### src/rtl/actuator_pulse_pkg.sv
// Shared types for the actuator pulse driver: FSM state encoding and duration width.
package actuator_pkg;
  typedef enum logic [1:0] {
    IDLE  = 2'd0,
    ON    = 2'd1,
    GUARD = 2'd2
  } state_e;

  localparam int DUR_W = 8;
endpackage

### src/rtl/actuator_pulse_if.sv
// Request/progress bundle between the pet FSM (master) and the actuator driver (slave).
interface actuator_pulse_if;
  import actuator_pkg::*;

  logic             req;
  logic [DUR_W-1:0] duration;
  logic             cancel;
  logic             actuator_out;
  logic             busy;
  logic             done;

  modport master (output req, duration, cancel, input actuator_out, busy, done);
  modport slave  (input req, duration, cancel, output actuator_out, busy, done);
endinterface

### src/rtl/actuator_pulse_tick_gen.sv
// Free-running prescaler: tick_o is high on the last cycle of each TICK_CYCLES window.
module tick_gen #(
    parameter int TICK_CYCLES = 10
) (
    input  logic clk,
    input  logic reset,
    input  logic clear_i,
    output logic tick_o
);
    localparam int PW = (TICK_CYCLES > 1) ? $clog2(TICK_CYCLES) : 1;
    localparam logic [PW-1:0] LAST = PW'(TICK_CYCLES - 1);

    logic [PW-1:0] cnt_q, cnt_d;

    always_comb begin
        cnt_d = cnt_q + PW'(1);
        if (clear_i || cnt_q == LAST) cnt_d = '0;
    end

    always_ff @(posedge clk or negedge reset) begin
        if (!reset) cnt_q <= '0;
        else        cnt_q <= cnt_d;
    end

    assign tick_o = (cnt_q == LAST);
endmodule

### src/rtl/actuator_pulse.sv
// Timed actuator driver: holds the line active for a requested number of ticks,
// then enforces a guard interval before the next request is accepted.
module actuator_pulse
    import actuator_pkg::*;
#(
    parameter int TICK_CYCLES   = 10,
    parameter int MIN_OFF_TICKS = 4,
    parameter bit IDLE_LEVEL    = 1'b1
) (
    input  logic             clk,
    input  logic             reset,
    actuator_pulse_if.slave  bus
);
    localparam int GW = $clog2(MIN_OFF_TICKS + 1);
    localparam logic [GW-1:0] GUARD_LAST = GW'(MIN_OFF_TICKS - 1);

    state_e           state_q, state_d;
    logic [DUR_W-1:0] dur_q, dur_d;
    logic [DUR_W-1:0] tick_cnt_q, tick_cnt_d;
    logic [GW-1:0]    guard_q, guard_d;
    logic             act_q, act_d;
    logic             busy_q, busy_d;
    logic             done_q, done_d;
    logic             clear;
    logic             tick;

    tick_gen #(.TICK_CYCLES(TICK_CYCLES)) u_tick (
        .clk     (clk),
        .reset   (reset),
        .clear_i (clear),
        .tick_o  (tick)
    );

    always_comb begin
        state_d    = state_q;
        dur_d      = dur_q;
        tick_cnt_d = tick_cnt_q;
        guard_d    = guard_q;
        done_d     = 1'b0;
        clear      = 1'b0;
        case (state_q)
            IDLE: begin
                // Holding the prescaler clear here aligns tick phase to ON entry.
                clear      = 1'b1;
                tick_cnt_d = '0;
                guard_d    = '0;
                if (bus.req && !bus.cancel) begin
                    if (bus.duration != '0) begin
                        dur_d   = bus.duration;
                        state_d = ON;
                    end else begin
                        done_d = 1'b1;
                    end
                end
            end
            ON: begin
                if (bus.cancel || (tick && (tick_cnt_q + DUR_W'(1)) == dur_q)) begin
                    state_d    = GUARD;
                    done_d     = 1'b1;
                    clear      = 1'b1;
                    tick_cnt_d = '0;
                end else if (tick) begin
                    tick_cnt_d = tick_cnt_q + DUR_W'(1);
                end
            end
            GUARD: begin
                if (tick) begin
                    if (guard_q == GUARD_LAST) begin
                        state_d = IDLE;
                        guard_d = '0;
                        clear   = 1'b1;
                    end else begin
                        guard_d = guard_q + GW'(1);
                    end
                end
            end
            default: state_d = IDLE;
        endcase
        act_d  = (state_d == ON) ? ~IDLE_LEVEL : IDLE_LEVEL;
        busy_d = (state_d != IDLE);
    end

    always_ff @(posedge clk or negedge reset) begin
        if (!reset) begin
            state_q    <= IDLE;
            dur_q      <= '0;
            tick_cnt_q <= '0;
            guard_q    <= '0;
            act_q      <= IDLE_LEVEL;
            busy_q     <= 1'b0;
            done_q     <= 1'b0;
        end else begin
            state_q    <= state_d;
            dur_q      <= dur_d;
            tick_cnt_q <= tick_cnt_d;
            guard_q    <= guard_d;
            act_q      <= act_d;
            busy_q     <= busy_d;
            done_q     <= done_d;
        end
    end

    assign bus.actuator_out = act_q;
    assign bus.busy         = busy_q;
    assign bus.done         = done_q;
endmodule

### src/flat_wrapper.sv
// flat-port wrapper written by rule: the top's interface ports become plain ports
module actuator_pulse_flat import actuator_pkg::*;
#(
    parameter int TICK_CYCLES   = 10,
    parameter int MIN_OFF_TICKS = 4,
    parameter bit IDLE_LEVEL    = 1'b1
)
  (clk, reset, bus_req, bus_duration, bus_cancel, bus_actuator_out, bus_busy, bus_done);
  actuator_pulse_if bus_i ();
  input  logic clk;
  input  logic reset;
  input wire logic [$bits(bus_i.req)-1:0] bus_req;
  input wire logic [$bits(bus_i.duration)-1:0] bus_duration;
  input wire logic [$bits(bus_i.cancel)-1:0] bus_cancel;
  output wire logic [$bits(bus_i.actuator_out)-1:0] bus_actuator_out;
  output wire logic [$bits(bus_i.busy)-1:0] bus_busy;
  output wire logic [$bits(bus_i.done)-1:0] bus_done;
  assign bus_i.req = bus_req;
  assign bus_i.duration = bus_duration;
  assign bus_i.cancel = bus_cancel;
  assign bus_actuator_out = bus_i.actuator_out;
  assign bus_busy = bus_i.busy;
  assign bus_done = bus_i.done;
  actuator_pulse #(.TICK_CYCLES(TICK_CYCLES), .MIN_OFF_TICKS(MIN_OFF_TICKS), .IDLE_LEVEL(IDLE_LEVEL)) u_core (.clk(clk), .reset(reset), .bus(bus_i));
endmodule
### config.mk
export PLATFORM = sky130hd
export DESIGN_NAME = actuator_pulse_flat
export DESIGN_NICKNAME = d
export VERILOG_FILES = /design/src/rtl/actuator_pulse_pkg.sv /design/src/rtl/actuator_pulse_if.sv /design/src/rtl/actuator_pulse_tick_gen.sv /design/src/rtl/actuator_pulse.sv /design/src/flat_wrapper.sv
export SDC_FILE = /design/constraint.sdc
export NUM_CORES = 1
export LEC_CHECK = 0
export CAP_MARGIN = 10
export CORE_ASPECT_RATIO = 0.5
export CORE_MARGIN = 1.5
export CORE_UTILIZATION = 40
export CTS_CLUSTER_DIAMETER = 60
export DETAILED_ROUTE_END_ITERATION = 10
export GPL_TIMING_DRIVEN = 0
export PLACE_DENSITY = 0.64
export SYNTH_ARGS = -nofsm -noshare
export SYNTH_HDL_FRONTEND = slang
export SYNTH_SLANG_ARGS = --single-unit
### constraint.sdc
create_clock -name clk -period 5.18 [get_ports clk]
set_input_delay 0.777 -clock clk [delete_from_list [all_inputs] [get_ports clk]]
set_output_delay 0.777 -clock clk [all_outputs]
set_load 0.01 [all_outputs]
==> run metrics <==
YS warnings 0; Cells after DPL 237; NetSw between 0.2 and 0.25 mW; arrival time at the worst endpoint 2.71 ns; Clk Latency, worst-skew pair approximately 0.27 ns; status finished clean; sequential area share after synthesis 43.7%; Slew @ Worst Pin 0.921 ns; met1 wire length 1600 um; CTS tree done; H-tree levels 1; CP Max Fanout 10; Die Y-Extent 47.8 um; Int Pwr 0.434 mW; largest net degree at the start of global routing 18; min-delay worst type flip-flop to flip-flop; vias in the first global route 1100; syn nets 184; Clk pwr share 20.9%; Setup CP Type primary input to flip-flop; syn avg cell area roughly 9.6 sq um; Power Total 0.651 mW; sequential share of power between 40% and 50%; initial antenna violation count 0; fin util about half; number of core rows 16; clk slew on worst S/H paths 0.09 ns; pwr dens 343 nW/um^2; startpoint types primary input; Tcrit/Tclk final about half; Fillers 379; Sum Neg Setup Slack 0 ns; Num CTS Buffers 3; most frequent cells in the layout nand2_1, dfrtp_1, clkdlybuf4s50_1; multi-input logic area 832 sq um; first drt pass iteration count 4; share of cells above drive strength 1 11.8%; final setup fails 0; metal3 WL 158 um; fin crit period 2.53 ns; I/O Buffers 14; Synth-to-Final Area Change 18.1%; register area 702 sq um; Non-Filler Instances ~240; Root Driver clkbuf_8; drt initial violations 94; Die Span X 92.7 um; routed wl met2 between 1000 and 1500 um; post-DP HPWL 2460 um; library cells used by synthesis 47; final hold violation count 0; Mapped Cells about 170; commonest non-fill, non-tap cell in the layout nand2_1; Placer Congestion 0.848; Total GRT Usage 15.6%; core area 3880 sq um; clk_skew between 0.002 and 0.003 ns; hold buffers post-CTS 0; RSZ-0062 raised after global routing false; Ports 15; routed via count between 1000 and 1500; top layer in use met4; Seq cells post-synth 28; vias per cell between 5 and 6; placed instance area between 1500 and 2000 sq um; DRC 0; GR Overflow Total 0; Max Cap Violations 0; Comb pwr share 31.6%; Post-synth ARST share 100%; Max Clock Freq roughly 400 MHz; EDFF count, synth 0; layout net count 204; drt wl/cell 13.4 um; Design Area, Final 1900 sq um; Worst VDD drop ~180 uV; main flop type after synthesis dfrtp_1; worst-case clock buffer depth 2; post-route ant nets 0; Worst setup EP type flip-flop; Setup Buffers After CTS 0; Diodes inserted 0; total die area 4430 sq um; max-slew violations 0; LEAKAGE 0.819 nW; sw frac 33.3%; initial core utilization around two fifths; Post-Syn Area 1610 sq um; final wirelength between 3000 and 4000 um; global-route wire length before repair 5260 um; Worst slew margin approximately two fifths; post-CTS sizing 0; worst path required time about 5.4 ns; clk sinks 28
-- power by group through the flow --
stage	clock network, mW	registers, mW	logic (mW)
floorplan	0	0.309	0.142
global placement	0	0.312	0.198
detailed placement	0	0.314	0.207
CTS	0.139	0.309	0.208
global route	0.148	0.317	0.231
finish	0.136	0.309	0.206
-- metal layers --
layer | vias up | track usage, %
met5 | - | 0
met4 | 0 | 1.82
met3 | 2 | 3.33
met2 | 37 | 26.8
met1 | 612 | 21.7
li1 | 642 | -
-- cell type report --
cell class / instances / area share, %
Buffer: 9 / 3.49
Multi-Input combinational cell: 129 / 43.8
Clock buffer: 4 / 2.90
Sequential cell: 28 / 37.0
Timing Repair Buffer: 15 / 8.83
Inverter: 2 / 0.396
Tap cell: 54 / 3.56
-- synth_stat cells, types with 5 or more instances --
cell type	count	area share, %
nand2_1	38	8.9
o31ai_1	5	2.3
xor2_1	5	2.7
xnor2_1	7	3.8
nand4_1	5	1.9
nor2_1	7	1.6
dfrtp_1	27	42
-- path summary, 6_finish.rpt --
kind | start | end | slack, ns | cells after the start
worst max-delay path | bus_cancel | u_core.dur_q[1] | 2.65 | 6
worst min-delay path | u_core.dur_q[4] | u_core.dur_q[4] | 0.51 | 2
min in group asynchronous | reset | u_core.guard_q[2] | 0.89 | 1
worst min register to register | u_core.dur_q[4] | u_core.dur_q[4] | 0.51 | 2
max in group asynchronous | reset | u_core.bus.actuator_out | 3.70 | 2
worst max register to register | u_core.u_tick.cnt_q[1] | u_core.u_tick.cnt_q[1] | 2.80 | 9
-- registers in the layout (all words and copies together) (netlist names) --
signal / count
u_core.guard_q: 3
u_core.tick_cnt_q: 8
u_core.bus.actuator_out: 1
u_core.state_q: 2
u_core.u_tick.cnt_q: 4
u_core.dur_q: 8
u_core.bus.busy: 1
u_core.bus.done: 1
-- cell families (layout without fill, tap and decap cells) --
logic type | count (synthesis) | in the layout | synth area share [%]
XOR/XNOR | 12 | 12 | 6.54
AO/OA/AOI/OAI | 27 | 27 | 13.9
buffers and inverters | 11 | 30 | 4.59
AND/OR/NAND/NOR | 85 | 85 | 27.5
multiplexers | 1 | 1 | 0.700
adder cells (fa/ha/maj) | 4 | 4 | 3.11
flip-flops | 28 | 28 | 43.7
-- critical path, cell delays in order --
cell             delay (ns)
clkdlybuf4s50_1        0.51
nor4b_2                0.80
nand2_1                0.16
clkbuf_1               0.27
nand2_1                0.13
nand2_1                0.06
-- through the flow --
stage               hold slack, ns  setup WS [ns]
finish                       0.506           2.65
global route                 0.528           2.50
CTS                          0.513           2.68
detailed placement           0.488           2.37
global placement             0.484           2.39
floorplan                    0.465           3.02
Note: power is estimated with default switching activity, not from simulation.
